<file path="config.mk">
export PLATFORM = sky130hd
export DESIGN_NAME = serial_sub16
export DESIGN_NICKNAME = d
export VERILOG_FILES = /design/src/rtl/serial_sub16.sv
export SDC_FILE = /design/constraint.sdc
export NUM_CORES = 1
export LEC_CHECK = 0
export CAP_MARGIN = 10
export CORE_MARGIN = 2
export CORE_UTILIZATION = 45
export DETAILED_ROUTE_END_ITERATION = 8
export DONT_BUFFER_PORTS = 1
export HOLD_SLACK_MARGIN = 0.15
export PLACE_DENSITY = 0.71
export SYNTH_ARGS = -nofsm -noshare
export SYNTH_HDL_FRONTEND = slang
export SYNTH_SLANG_ARGS = --single-unit
</file>
<file path="constraint.sdc">
create_clock -name clk -period 4.5 [get_ports clk]
set_input_delay 0.9 -clock clk [delete_from_list [all_inputs] [get_ports clk]]
set_output_delay 0.9 -clock clk [all_outputs]
set_load 0.03 [all_outputs]
</file>
<file path="src/rtl/serial_sub16.sv">
// Bit-serial signed subtractor: diff = a - b, one bit per clock, LSB first.
// A single full-subtractor cell and a borrow flop walk the operand shift
// registers. The result is committed to the output registers only on the
// final bit, so partial results are never visible.
//
// Ports:
//   clk    - rising-edge clock
//   rst_n  - asynchronous active-low reset
//   start  - request, accepted when not busy (in idle or on the done cycle)
//   a, b   - minuend / subtrahend, captured on the accepting edge only
//   diff   - registered a - b mod 2^WIDTH
//   borrow - unsigned(a) < unsigned(b)
//   ovf    - signed overflow of the subtraction
//   busy   - high while bits are being processed
//   done   - one-cycle pulse when diff/borrow/ovf are updated
module serial_sub16 #(
    parameter int unsigned WIDTH = 16
) (
    input  logic             clk,
    input  logic             rst_n,
    input  logic             start,
    input  logic [WIDTH-1:0] a,
    input  logic [WIDTH-1:0] b,
    output logic [WIDTH-1:0] diff,
    output logic             borrow,
    output logic             ovf,
    output logic             busy,
    output logic             done
);

    localparam int unsigned CntW = $clog2(WIDTH);

    typedef enum logic [1:0] {StIdle, StRun, StDone} state_e;

    state_e             state_q, state_d;
    logic [WIDTH-1:0]   a_sr_q, a_sr_d;
    logic [WIDTH-1:0]   b_sr_q, b_sr_d;
    logic [WIDTH-1:0]   res_sr_q, res_sr_d;
    logic [CntW-1:0]    cnt_q, cnt_d;
    logic               br_q, br_d;
    logic [WIDTH-1:0]   diff_q, diff_d;
    logic               borrow_q, borrow_d;
    logic               ovf_q, ovf_d;

    // Full-subtractor cell on the current LSBs.
    logic a_bit, b_bit, d_bit, br_next, last_bit;

    assign a_bit    = a_sr_q[0];
    assign b_bit    = b_sr_q[0];
    assign d_bit    = a_bit ^ b_bit ^ br_q;
    assign br_next  = (~a_bit & b_bit) | (~(a_bit ^ b_bit) & br_q);
    assign last_bit = (cnt_q == CntW'(WIDTH - 1));

    always_comb begin
        state_d  = state_q;
        a_sr_d   = a_sr_q;
        b_sr_d   = b_sr_q;
        res_sr_d = res_sr_q;
        cnt_d    = cnt_q;
        br_d     = br_q;
        diff_d   = diff_q;
        borrow_d = borrow_q;
        ovf_d    = ovf_q;

        case (state_q)
            StIdle, StDone: begin
                if (start) begin
                    a_sr_d   = a;
                    b_sr_d   = b;
                    res_sr_d = '0;
                    br_d     = 1'b0;
                    cnt_d    = '0;
                    state_d  = StRun;
                end else begin
                    state_d  = StIdle;
                end
            end
            StRun: begin
                a_sr_d   = a_sr_q >> 1;
                b_sr_d   = b_sr_q >> 1;
                res_sr_d = {d_bit, res_sr_q[WIDTH-1:1]};
                br_d     = br_next;
                cnt_d    = cnt_q + CntW'(1);
                if (last_bit) begin
                    // On the last bit the operand LSBs are the original sign bits.
                    diff_d   = {d_bit, res_sr_q[WIDTH-1:1]};
                    borrow_d = br_next;
                    ovf_d    = (a_bit ^ b_bit) & (d_bit ^ a_bit);
                    state_d  = StDone;
                end
            end
            default: state_d = StIdle;
        endcase
    end

    always_ff @(posedge clk or negedge rst_n) begin
        if (!rst_n) begin
            state_q  <= StIdle;
            a_sr_q   <= '0;
            b_sr_q   <= '0;
            res_sr_q <= '0;
            cnt_q    <= '0;
            br_q     <= 1'b0;
            diff_q   <= '0;
            borrow_q <= 1'b0;
            ovf_q    <= 1'b0;
        end else begin
            state_q  <= state_d;
            a_sr_q   <= a_sr_d;
            b_sr_q   <= b_sr_d;
            res_sr_q <= res_sr_d;
            cnt_q    <= cnt_d;
            br_q     <= br_d;
            diff_q   <= diff_d;
            borrow_q <= borrow_d;
            ovf_q    <= ovf_d;
        end
    end

    assign diff   = diff_q;
    assign borrow = borrow_q;
    assign ovf    = ovf_q;
    assign busy   = (state_q == StRun);
    assign done   = (state_q == StDone);

endmodule

</file>
# Yosys cells after proc, flatten, opt, wreduce, memory -nomap -nowiden
# Index checks and enable logic that the tools add are counted.
# word_totals
ff_bits	73
input_bits	35
out_inout_bits	20
# classes
addsub	1
eq_ne	5
n_mux	13
n_bitwise	9
n_reduce_logical	5
# op_table
operator	count
$pmux W16 S2	3
$mux W16	3
$pmux W4 S2	1
$add A4 B1 Y4 const B	1
$eq A4 B4 Y1 const B	1
$mux W4	1
$pmux W2 S2	1
$reduce_and A2 Y1	2
$and A1 B1 Y1	3
$xor A1 B1 Y1	3
$eq A2 B1 Y1 const B	1
$eq A2 B2 Y1 const B	1
$logic_not A2 Y1	1
$mux W1	2
$mux W2	1
$ne A2 B1 Y1 const B	1
$ne A2 B2 Y1 const B	1
$not A1 Y1	2
$pmux W1 S2	1
$reduce_bool A2 Y1	1
$reduce_or A2 Y1	1
$or A1 B1 Y1	1

# Logic depth before layout (Yosys ltp)
# Gate-level depths: netlist of run 1.
# logic_depth
word_depth	5
mapped_depth	6
mapped_depth_nobuf	4

# Worst setup path before layout of run 1
# Ideal clock, no wire load.
# synth_path
path_type	flip-flop to output port
startpoint	reg state_q[1]
endpoint	out busy
arrival_ns	0.993
t_required_ns	3.600
slack_ns	2.607
stages_incl_launch_ff	5
cell_sequence	dfrtp_1 nand2b_4 buf_6 inv_12 buf_2
# synth_between
elab_chain_len	1
# synth_lines
element	line_no	source
from (decl)	35	state_e state_q, state_d;
from (signal assigned)	98	state_q <= StIdle;
from (signal assigned)	108	state_q <= state_d;
$eq A2 B1 Y1	123	assign busy = (state_q == StRun);
to (decl)	27	output logic busy,
# Every way passes these cells.

# Worst setup path after layout of run 1
# layout_path
startpoint	reg state_q[0]
endpoint	out busy
# Same word-level chain as after synthesis.

==> results of run 1 <==
==> layout make-up <==
cell class | count | area share (%)
repair buffers | 2 | 0.6936
clock buffers | 9 | 3.815
well taps | 77 | 2.967
clock inverters | 7 | 3.083
flip-flops and latches | 72 | 55.49
multi-input cells | 148 | 33.10
inverters | 4 | 0.8478
==> cell families after synthesis <==
logic type,after synthesis
adder cells (fa/ha/maj),3
multiplexers,18
AO/OA/AOI/OAI,55
buffers and inverters,22
flip-flops,72
XOR/XNOR,1
AND/OR/NAND/NOR,71
==> metal layers <==
metal | track usage [%] | vias up | wire length [microns]
met4 | 5.339 | 0 | 88
met3 | 8.277 | 9 | 413
met2 | 25.00 | 52 | 2592
li1 | - | 867 | -
met1 | 21.51 | 924 | 2522
met5 | 0 | - | 0
==> where the power goes <==
part	switching, mW	internal (mW)	total, mW
logic	0.451	0.351	0.802
registers	0.329	0.935	1.26
clock network	0.256	0.319	0.575
total	1.04	1.60	2.64
==> registers in the layout, summed over array words and instances (netlist names) <==
signal / cells
state_q: 2
ovf: 1
res_sr_q: 15
cnt_q: 4
borrow: 1
a_sr_q: 16
b_sr_q: 16
diff: 16
br_q: 1
==> layout by cell type, fill, tap and decap left out, types with 4 or more instances in the layout <==
| cell type | n |
|---|---|
| sky130_fd_sc_hd__a22oi_1 | 28 |
| sky130_fd_sc_hd__clkbuf_8 | 9 |
| sky130_fd_sc_hd__mux2_1 | 9 |
| sky130_fd_sc_hd__inv_6 | 4 |
| sky130_fd_sc_hd__a22o_1 | 19 |
| sky130_fd_sc_hd__dfrtp_1 | 72 |
| sky130_fd_sc_hd__mux2_2 | 7 |
| sky130_fd_sc_hd__nand3_1 | 29 |
| sky130_fd_sc_hd__nand2_1 | 31 |
==> final timing paths <==
check	from	end	slack [ns]	depth (start not counted)
min	rst_n	diff[2]	0.24	0
min in group clk	b_sr_q[7]	b_sr_q[7]	0.50	2
max reg2reg	state_q[0]	cnt_q[2]	2.43	4
max	state_q[0]	busy	2.11	2
min reg2reg	b_sr_q[7]	b_sr_q[7]	0.50	2
max in group asynchronous	rst_n	b_sr_q[6]	4.15	0
==> through the flow <==
step / utilization [%] / instance area [sq um] / total power [mW] / hold slack, ns
after floorplan: - / 3010 / 1.945 / 0.4561
after global placement: 46.83 / 3008 / 2.038 / 0.4738
after detailed placement: 46.83 / 3008 / 2.080 / 0.4830
after CTS: 50.32 / 3232 / 2.661 / 0.2181
after global routing: 50.56 / 3247 / 2.836 / 0.2003
final: 50.56 / 3247 / 2.641 / 0.2387
==> run summary, run 1 <==
• run status: finished with violations
• violated checks: DRC
• Root Buffer: sky130_fd_sc_hd__clkbuf_8
• Clock Skews: 0.008740 ns
• Clock Sinks: 72
• syn_nets: 280
• Post-synth top cells: sky130_fd_sc_hd__dfrtp_1, sky130_fd_sc_hd__nand2_1, sky130_fd_sc_hd__nand3_1, sky130_fd_sc_hd__a22oi_1, sky130_fd_sc_hd__a22o_1
• final worst setup slack: 2.107 ns
• row count: 29
• post-cts sizing count: 0
• Final Non-Filler Cells: 319
• dominant combinational cell family by area after synthesis: compound AO/OA/AOI/OAI gates
• Iter 0 DRT Violations: 120
• top area cells in the synthesized netlist: sky130_fd_sc_hd__dfrtp_1, sky130_fd_sc_hd__a22oi_1, sky130_fd_sc_hd__a22o_1, sky130_fd_sc_hd__nand3_1, sky130_fd_sc_hd__nand2_1
• flip-flop and latch count after synthesis: 72
• master of the slowest instance on the critical path: sky130_fd_sc_hd__dfrtp_1
• warning count from the yosys run: 0
• Synth async-reset ratio: 100.0%
• Core Footprint: 6422 sq um
• Final Slew Violations: 0
• starting density of the core: 46.87%
• critical setup path kind: reg -> out
• number of buffers inserted for hold repair after clock tree synthesis: 0
• fin crit period: 2.393 ns
• pin count of the biggest net entering global routing: 73
• nature of the critical path endpoint: primary output
• Inst Count DP: 302
• share of synthesized cell area in and, or, nand and nor gates: 12.68%
• detailed-route wire length per cell: 17.61 microns
• count of TritonRoute iterations in the first routing pass: 6
• post-synthesis cell type with the largest combined area: sky130_fd_sc_hd__dfrtp_1
• total gr overflow: 0
• highest ir drop seen on vdd: 0.0003813 V
• Clk pin slew, worst setup/hold paths: 0.08 ns
• Relative slew margins: 29.36%
• Final TNS setup: 0 ns
• layout cell share with drive strength beyond 1: 13.22%
• CP Launch Type: flip-flop
• delay of the slowest critical-path stage: 0.44 ns
• arrival time at the worst endpoint: 1.49 ns
• register area share after synthesis: 59.85%
• Synth Cell Area: 3010 sq um
• via count of the routed design: 1852
• total inserted antenna cells: 0
• DRT Wirelength: 5617 microns
• gate count of the mapped netlist: 242
• H-Tree Depth: 3
• area added between synthesis and finish: 7.855%
• number of distinct library cell variants in the gate-level netlist after synthesis: 31
• all-layer global routing usage: 16.75%
• RD Place Congestion: 0.6816
• CTS Buf Count: 9
• achievable frequency: 417.9 MHz
• DRC Markers: 3
• dominant register cell in the synthesized netlist: sky130_fd_sc_hd__dfrtp_1
• Synth top area share: 59.85%
• total of buffers placed on input and output ports: 0
• FF/Latch Area: 1802 sq um
• WP data required: 3.60 ns
• actual slew at the worst max-slew pin: 1.055 ns
• adder and majority cell fraction of the synthesized area: 1.496%
• critical path peak fanout: 53
• pwr/cell area: 813.3 nW/um^2
• RSZ-0062 raised after global routing: false
• multiplexer fraction of the synthesized cell area: 6.650%
• NumNets Final: 275
• Setup-failing EPs final: 0
• Clk Latency, worst-skew pair: 0.35 ns
• post-synthesis area per instance: 12.44 sq um
• via count normalized by instance count: 5.806
• CP top delay family: flip-flops
• postcts setup bufs: 0
• Die Y-Extent: 85.79 microns
• wire length of the first global-routing pass: 9522 microns
• leakage power of the design: 1.522 nW
• antenna-violating nets left: 0
• Tcrit/Tclk final: 53.17%
• Worst Path Buf+Inv: 1
• Compound-Gate Fraction of Synth Area: 14.51%
• cell with the most instances after synthesis: sky130_fd_sc_hd__dfrtp_1
• antenna violations before repair: 0
• hold violation count in the final report: 0
• pre-CTS setup slack: 1.962 ns
• I/O pin count: 55
• number of maximum-capacitance violations: 0
• multi-input logic area: 1075 sq um
• Post-synth EDFFs: 0
• vias in the first global route: 1903
• half-perimeter wire length of the detailed placement result: 3446 microns
• cell breakdown of the critical path: nand2b_4 > inv_12
• class of the most critical hold timing path: in -> async
• clock tree from TritonCTS: done
• number of buffers on the longest clock path: 2
• fraction of synthesized cell area in xor and xnor cells: 0.2909%
• area of the die: 7360 sq um
• total of fill cells in the finished design: 563
• die outline width: 85.79 microns
Power figures use the tool's default switching activity.
==> run 2: changes to the inputs <==
--- a/config.mk
+++ b/config.mk
@@ -11,7 +11,7 @@
 export DETAILED_ROUTE_END_ITERATION = 8
 export DONT_BUFFER_PORTS = 1
 export HOLD_SLACK_MARGIN = 0.15
-export PLACE_DENSITY = 0.71
+export PLACE_DENSITY = 0.73
 export SYNTH_ARGS = -nofsm -noshare
 export SYNTH_HDL_FRONTEND = slang
 export SYNTH_SLANG_ARGS = --single-unit
==> constraint.sdc (replaced) <==
create_clock -name clk -period 2.2 [get_ports clk]
set_input_delay 0.44 -clock clk [delete_from_list [all_inputs] [get_ports clk]]
set_output_delay 0.44 -clock clk [all_outputs]
set_load 0.03 [all_outputs]
==> run summary, run 2 (synthesis gave the netlist of run 1 again) <==
• Iter 0 DRT Violations: 135, +13%
• cell breakdown of the critical path: nand2b_4 > inv_12
• internal portion of total power: 3.541 mW, +120%
• achievable frequency: 605.1 MHz
• clock tree from TritonCTS: done
• CP top delay family: flip-flops
• final worst setup slack: 0.5474 ns, -1.560 ns
• master of the slowest instance on the critical path: sky130_fd_sc_hd__dfrtp_1
• Root Buffer: sky130_fd_sc_hd__clkbuf_8
• flop-to-flop setup slack: 0.64 ns, -1.79 ns
• area of all placed cells without fillers: 3329 sq um, +2.5%
• RSZ-0062 raised after global routing: false
• Final TNS setup: 0 ns, unchanged
• via count of the routed design: 1905, +2.9%
• Die Y-Extent: 85.79 microns, unchanged
• layout cell share with drive strength beyond 1: 13.47%, +0.25 points
• Core Footprint: 6422 sq um, unchanged
• critical path depth in cells: 2, unchanged
• WP data required: 1.76 ns, -1.84 ns
• power share of the combinational group: 30.1%, -0.3 points
• class of the most critical hold timing path: in -> reg
• switching share of power: 37.35%, -1.9 points
• depth of the most critical reg-to-reg path: 4, unchanged
• Clk pin slew, worst setup/hold paths: 0.07 ns, about the same
• actual slew at the worst max-slew pin: 0.4144 ns, -0.6405 ns
• total inserted antenna cells: 0, unchanged
• total gr overflow: 0, unchanged
• arrival time at the worst endpoint: 1.21 ns, -0.28 ns
• leakage power of the design: 1.556 nW, +2.2%
• Worst Path Buf+Inv: 1, unchanged
• most common library cell in the layout ignoring fill and taps: sky130_fd_sc_hd__dfrtp_1
• DRC Markers: 3, unchanged
• CTS Buf Count: 9, unchanged
• Clock Skews: 0.007325 ns, -0.001415 ns
• violated checks: DRC
• area added between synthesis and finish: 10.60%
• delay of the slowest critical-path stage: 0.39 ns, -0.05 ns
• Final Slew Violations: 0, unchanged
• number of buffers on the longest clock path: 2, unchanged
• I/O pin count: 55, unchanged
• half-perimeter wire length of the detailed placement result: 3452 microns, +0.18%
• startpoint of the lowest-slack register-to-register path: cnt_q[1]
• antenna violations before repair: 0, unchanged
• postcts setup bufs: 0, unchanged
• Tcrit/Tclk final: 75.12%
• DRT Wirelength: 5728 microns, +2.0%
• placed standard-cell area: 3023 sq um, +0.50%
• NumNets Final: 278, +1.1%
• worst setup path endpoint: busy
• hold violation count in the final report: 0, unchanged
• RD Place Congestion: 0.7262, +6.5%
• via count normalized by instance count: 5.916, +1.9%
• Clock Sinks: 72, unchanged
• number of maximum-capacitance violations: 0, unchanged
• wire length of the first global-routing pass: 9570 microns, +0.50%
• Flop pwr share: 45.7%, -2.2 points
• highest-count cells in the layout ignoring fill and taps: sky130_fd_sc_hd__dfrtp_1, sky130_fd_sc_hd__nand2_1, sky130_fd_sc_hd__nand3_1
• die outline width: 85.79 microns, unchanged
• pwr/cell area: 1698 nW/um^2, +110%
• count of TritonRoute iterations in the first routing pass: 7, +1
• area of the die: 7360 sq um, unchanged
• pre-CTS setup slack: 0.6430 ns, -1.319 ns
• antenna-violating nets left: 0, unchanged
• pin count of the biggest net entering global routing: 73, unchanged
• detailed-route wire length per cell: 17.79 microns, +1.0%
• critical path peak fanout: 53, unchanged
• critical setup path kind: reg -> out
• row count: 29, unchanged
• total of buffers placed on input and output ports: 0, unchanged
• fin crit period: 1.653 ns
• vias in the first global route: 1919, +0.84%
• worst reg2reg endpoint: diff[4]
• startpoint of the worst setup timing path: state_q[1]
• Clk pwr share: 24.2%, +2.4 points
• Clk Latency, worst-skew pair: 0.34 ns, about the same
• CP Launch Type: flip-flop
• nature of the critical path endpoint: primary output
• Relative slew margins: 72.38%, +43 points
• highest ir drop seen on vdd: 0.0006662 V, +75%
• all-layer global routing usage: 16.79%, +0.041 points
• net load switching power: 2.111 mW, +100%
• run status: finished with violations
• starting density of the core: 46.87%, unchanged
• H-Tree Depth: 3, unchanged
• Setup-failing EPs final: 0, unchanged
[run 2: changes by cell type in the layout (fill, tap and decap cells not counted), sizes merged]
cell and delta:
inv -4, clkbuf +2, buf +2, clkinv -1
dlygate4sd3 +1, clkinvlp +1, bufinv +2
[run 2: stage by stage]
stage | hold slack, ns | utilization (%) | std cells | power [mW]
global route | 0.2064 | 51.84 | 322 | 6.040
CTS | 0.2114 | 51.84 | 322 | 5.708
finish | 0.2246 | 51.84 | 322 | 5.652
floorplan | 0.1444 | - | 242 | 3.978
global placement | 0.1464 | 47.07 | 304 | 4.199
detailed placement | 0.1461 | 47.07 | 304 | 4.286
[run 2: metal layers]
metal	part of all wire (%)	vias to the layer above	global-route usage [%]	routed length, microns
met2	47	51	26.28	2672
met5	0	-	0	0
met3	7.3	11	6.930	418
met4	1.5	0	5.628	86
met1	45	966	21.24	2551
li1	-	877	-	-
[run 2: worst register-to-register path, stage by stage, from the launching register on]
cell and delay, ns:
sky130_fd_sc_hd__dfrtp_1 0.40, sky130_fd_sc_hd__ha_1 0.24, sky130_fd_sc_hd__nand3_4 0.14, sky130_fd_sc_hd__nor2_8 0.29, sky130_fd_sc_hd__mux2_2 0.38
[run 2: timing repair]
item	CTS	global route
hold buffers	2	0
hold endpoints to repair	72	0
resized for setup	0	0
[run 2: layout make-up]
class | instances | area (sq um)
repair buffers | 5 | 60.06
well taps | 77 | 96.34
clock buffers | 11 | 141.4
multi-input cells | 148 | 1075
clock inverters | 5 | 127.6
fillers | 552 | 3093
inverters | 4 | 27.53
flip-flops and latches | 72 | 1802
[run 2: worst min path at each step]
stage | depth (start not counted) | end | start
after floorplan | 0 | a_sr_q[0] | rst_n
after detailed placement | 0 | diff[13] | rst_n
after global routing | 2 | a_sr_q[3] | a[3]
after CTS | 2 | a_sr_q[12] | a[12]
final | 2 | a_sr_q[12] | a[12]
after global placement | 0 | diff[13] | rst_n
[run 2: power by group through the flow]
stage                     Combinational (mW)  Sequential (mW)  Clock (mW)
after global routing                    1.91             2.67        1.46
after floorplan                         1.49             2.49           0
final                                   1.70             2.58        1.37
after global placement                  1.61             2.59           0
after CTS                               1.72             2.59        1.40
after detailed placement                1.68             2.61           0
